<file path="config.mk">
export PLATFORM = sky130hd
export DESIGN_NAME = sram_resp_tracker
export DESIGN_NICKNAME = d
export VERILOG_FILES = /design/src/rtl/sram_resp_tracker_pkg.sv /design/src/rtl/sram_resp_tracker.sv
export SDC_FILE = /design/constraint.sdc
export NUM_CORES = 1
export LEC_CHECK = 0
export BUFFER_PORTS_ARGS = -buffer_cell sky130_fd_sc_hd__buf_2
export CORE_UTILIZATION = 30
export DETAILED_ROUTE_END_ITERATION = 6
export GPL_TIMING_DRIVEN = 1
export PLACE_DENSITY = 0.73
export SKIP_LAST_GASP = 1
export SYNTH_ARGS = -nofsm -noshare
export SYNTH_HDL_FRONTEND = slang
export SYNTH_SLANG_ARGS = --single-unit
</file>
<file path="constraint.sdc">
create_clock -name clk -period 2 [get_ports clk]
set_clock_uncertainty 0.2 [all_clocks]
set_input_delay 0.1 -clock clk [delete_from_list [all_inputs] [get_ports clk]]
set_output_delay 0.1 -clock clk [all_outputs]
set_load 0.01 [all_outputs]
</file>
<file path="src/rtl/sram_resp_tracker_pkg.sv">
// Shared constants for the sram-like response trackers: issuer tag encodings and
// the width helper used for the outstanding-count port.
package sram_resp_tracker_pkg;

   // Inst port issuers (TAG_W=1)
   localparam int SRT_TAG_PFS = 0;
   localparam int SRT_TAG_FS  = 1;
   // Data port issuers (TAG_W=1)
   localparam int SRT_TAG_ES  = 0;
   localparam int SRT_TAG_MS  = 1;

   function automatic int srt_cw(input int depth);
      return $clog2(depth + 1);
   endfunction

endpackage

</file>
<file path="src/rtl/sram_resp_tracker.sv">
// In-flight request tracker for one sram-like port: a circular FIFO of {disc, tag}
// entries that routes in-order responses back to their issuer and swallows flushed ones.
module sram_resp_tracker
   import sram_resp_tracker_pkg::*;
#(
   parameter  int DEPTH  = 2,
   parameter  int TAG_W  = 1,
   parameter  int DATA_W = 32,
   localparam int CW     = srt_cw(DEPTH)
) (
   input  logic              clk,
   input  logic              reset,
   input  logic              up_req,
   input  logic [TAG_W-1:0]  up_tag,
   output logic              sram_req,
   input  logic              sram_addr_ok,
   input  logic              sram_data_ok,
   input  logic [DATA_W-1:0] sram_rdata,
   input  logic              flush,
   output logic              up_accept,
   output logic              resp_valid,
   output logic [TAG_W-1:0]  resp_tag,
   output logic [DATA_W-1:0] resp_rdata,
   output logic [CW-1:0]     outstanding,
   output logic              full,
   output logic              proto_err
);

   localparam int            PW       = (DEPTH > 1) ? $clog2(DEPTH) : 1;
   localparam logic [PW-1:0] PTR_LAST = PW'(DEPTH - 1);
   localparam logic [CW-1:0] CNT_MAX  = CW'(DEPTH);

   logic [CW-1:0]    r_count;
   logic [PW-1:0]    r_wr_ptr;
   logic [PW-1:0]    r_rd_ptr;
   logic [DEPTH-1:0] r_disc;
   logic [TAG_W-1:0] r_tag [DEPTH];
   logic             r_proto_err;

   logic             w_full;
   logic             w_empty;
   logic             w_pop;
   logic [PW-1:0]    w_wr_nxt;
   logic [PW-1:0]    w_rd_nxt;

   // Full is taken from the registered count, so a pop never opens a slot for a same-cycle push.
   assign w_full   = (r_count == CNT_MAX);
   assign w_empty  = (r_count == '0);
   assign w_pop    = sram_data_ok & ~w_empty;
   assign w_wr_nxt = (r_wr_ptr == PTR_LAST) ? '0 : r_wr_ptr + PW'(1);
   assign w_rd_nxt = (r_rd_ptr == PTR_LAST) ? '0 : r_rd_ptr + PW'(1);

   assign sram_req    = up_req & ~w_full;
   assign up_accept   = sram_req & sram_addr_ok;
   assign resp_valid  = w_pop & ~r_disc[r_rd_ptr] & ~flush;
   assign resp_tag    = r_tag[r_rd_ptr];
   assign resp_rdata  = sram_rdata;
   assign outstanding = r_count;
   assign full        = w_full;
   assign proto_err   = r_proto_err;

   always_ff @(posedge clk) begin
      if (reset) begin
         r_count     <= '0;
         r_wr_ptr    <= '0;
         r_rd_ptr    <= '0;
         r_disc      <= '0;
         r_proto_err <= 1'b0;
         for (int i = 0; i < DEPTH; i++) r_tag[i] <= '0;
      end else begin
         // Marking free slots too is harmless: a push always rewrites its disc bit.
         if (flush) r_disc <= '1;
         if (up_accept) begin
            r_disc[r_wr_ptr] <= flush;
            r_tag[r_wr_ptr]  <= up_tag;
            r_wr_ptr         <= w_wr_nxt;
         end
         if (w_pop) r_rd_ptr <= w_rd_nxt;
         if (up_accept && !w_pop)      r_count <= r_count + CW'(1);
         else if (!up_accept && w_pop) r_count <= r_count - CW'(1);
         if (sram_data_ok && w_empty) r_proto_err <= 1'b1;
      end
   end

endmodule
</file>
==> run metrics <==
status finished clean; Core ar. between 2000 and 2500 sq um; Netlist Area Pre-Place just under 700 sq um; Max Slew Vio Count 0; slowest CP cell dfxtp_1; Mapped Nets 119; Cell Area, Placed around 550 sq um; post-detail-place hpwl 917 um; Pre-antenna DRT Iters 2; worst-margin pin slew 0.364 ns; Ports 79; Placer Congestion 0.750; Synthesis Warnings 0; DIE AREA 2480 sq um; CTS Buf Count 3; Max Cap Viol 0; unrepaired setup endpoints after global routing no; Slew headroom 75.1%; CP Capture Type output pin; # setup viols final 0; register area share after synthesis between 30% and 40%; final net count 111; initial antenna violation count 0; Initial Utilization between 30% and 40%; Cells after Synth 79; Post-CTS Setup Inserts 0; Routed WL 1230 um; syn_area_per_cell 8.68 sq um; Area Overhead vs Synth -7.48%; Die Wd 49.8 um; clk_lat worst skew approximately 0.26 ns; worst path required time approximately 1.7 ns; minimum clock period 1.91 ns; Die Ht roughly 50 um; vias in the first global route 406; DR WL/cell 12.7 um; Root Buffer clkbuf_4; post-route design area 634 sq um; Total GRT Usage 9.92%; period utilisation layout 95.6%; P_leak a little under 0.3 nW; total gr overflow 0; CP max stage delay 0.43 ns; Final ANT Viol Nets 0; FMAX 523 MHz; final antenna diode count 0; VDD IR max 0.635 mV; Post-Route Setup TNS 0 ns; # clock sinks 10; CP max FO 6; Setup CP Type register to output pin; Rows 16; IO Port Bufs 14; Vias 460; Buf/Inv on CP 2; drt via density 4.74; PD cells ~1100 nW/um^2; H-tree Lvls 1; clock-pin slew on the worst setup and hold paths 0.07 ns; CTS tree built; DR iter-0 viols 1; worst hold path class input pin to output pin; DRC viols 0; CP Cell Sequence o21ai_0, buf_4, a2111oi_0, buf_2; Hold Vio Cnt, Final 0; share of cells above drive strength 1 31.4%; crit path DAT 1.61 ns; Startpoint Class register; Cell variety after synth 23; Worst path top cell family by delay compound AO/OA/AOI/OAI gates; post-synthesis register bit count 10; first-pass GRT wire length 1820 um; Longest Clk Path Bufs 2; largest net degree at the start of global routing 13
## final cells by class
cell class	count	area (sq um)
Fill cell	229	1430
Sequential cell	10	220
Multi-Input combinational cell	32	211
Timing Repair Buffer	20	128
Tap cell	27	33.8
Clock buffer	3	22.5
Inverter	4	15.0
Clock inverter	1	3.75
## per-stage QoR
| step | worst slack (ns) | hold WS (ns) | std cells | power, W | util (%) |
|---|---|---|---|---|---|
| 6_report | 0.0879 | 0.00000392 | 97 | 0.000727 | 30.8 |
| 5_1_grt | 0.0190 | 0.0000151 | 97 | 0.000777 | 30.8 |
| 4_1_cts | 0.0875 | 0.0000749 | 97 | 0.000730 | 30.5 |
| 3_5_place_dp | 0.128 | 0.0000749 | 88 | 0.000566 | 26.8 |
| 3_3_place_gp | 0.200 | 0.0000749 | 88 | 0.000556 | 26.8 |
| 2_1_floorplan | 0.138 | 0.0407 | 79 | 0.000533 | - |
## what timing repair did
action                                 CTS  global route
endpoints found under the hold margin    8             0
resized for setup                        0             1
setup endpoints to repair                0             1
hold buffers                             5             0
## final timing paths
path	from	to	slack (ns)	cells after the start
max	outstanding[1]	resp_valid	0.09	4
min reg2reg	r_disc[1]	r_disc[1]	0.28	2
max reg2reg	outstanding[0]	r_disc[0]	0.12	5
min	sram_rdata[30]	resp_rdata[30]	0.000004	0
## state kept, by name, summed over array words and instances, names as in the netlist, named ones only
| signal | cells |
|---|---|
| r_disc | 2 |
| r_wr_ptr | 1 |
| outstanding | 2 |
| proto_err | 1 |
| r_rd_ptr | 1 |
| r_tag | 2 |
## worst reg2reg max path, cell delays in order (launching register included)
cell and delay (ns):
dfxtp_1 0.43, nand2b_2 0.19, inv_2 0.07, o31ai_1 0.23, a21oi_1 0.10, dlygate4sd3_1 0.55
## cell usage after synthesis (all sizes together)
cell | n | share of area [%]
inv | 4 | 2.2
or3 | 2 | 1.8
nor2b | 1 | 0.91
a21oi | 5 | 3.6
nand3 | 1 | 0.73
nand2 | 1 | 0.55
xor2 | 3 | 3.8
a2111oi | 1 | 1.3
nor4b | 2 | 2.6
edfxtp | 2 | 8.8
o21ai | 3 | 2.2
o31ai | 2 | 2.2
ha | 1 | 1.8
mux2 | 1 | 1.6
dfxtp | 8 | 23
buf | 32 | 35
a21o | 1 | 1.1
and2 | 1 | 0.91
clkbuf | 1 | 0.55
nand2b | 2 | 2.2
nor2 | 5 | 2.7
## layer usage
layer,global-route usage (%),routed length [um],vias to the layer above
met5,0,0,-
met4,6.67,31,0
met3,6.17,153,8
li1,-,-,211
met2,13.5,531,37
met1,11.3,514,204
## cell usage in the layout (no fill, tap or decap), drive strengths merged
cell | netlist | layout
nand2b | 2 | 2
xor2 | 3 | 3
nor2 | 5 | 5
buf | 32 | 15
ha | 1 | 1
a21oi | 5 | 5
or3 | 2 | 2
a2111oi | 1 | 1
dlygate4sd3 | 0 | 5
dfxtp | 8 | 8
clkbuf | 1 | 3
o31ai | 2 | 2
inv | 4 | 4
mux2 | 1 | 1
clkinv | 0 | 1
nand2 | 1 | 1
nor4b | 2 | 2
o21ai | 3 | 3
nand3 | 1 | 1
edfxtp | 2 | 2
and2 | 1 | 1
a21o | 1 | 1
nor2b | 1 | 1
## kinds of logic after synthesis
kind of cell / share of synthesized area, %
AO/OA/AOI/OAI: 10.4
flip-flops: 32.1
AND/OR/NAND/NOR: 12.4
buffers and inverters: 37.8
adder cells (fa/ha/maj): 1.82
multiplexers: 1.64
XOR/XNOR: 3.83
## report_power, final
| part | internal, W | total (W) | switching [W] | leakage (nW) |
|---|---|---|---|---|
| logic | 0.000133 | 0.000280 | 0.000147 | 0.190 |
| clock network | 0.0000721 | 0.000145 | 0.0000733 | 0.0154 |
| registers | 0.000255 | 0.000302 | 0.0000462 | 0.0872 |
No activity file was read; power rests on OpenSTA's default activity.
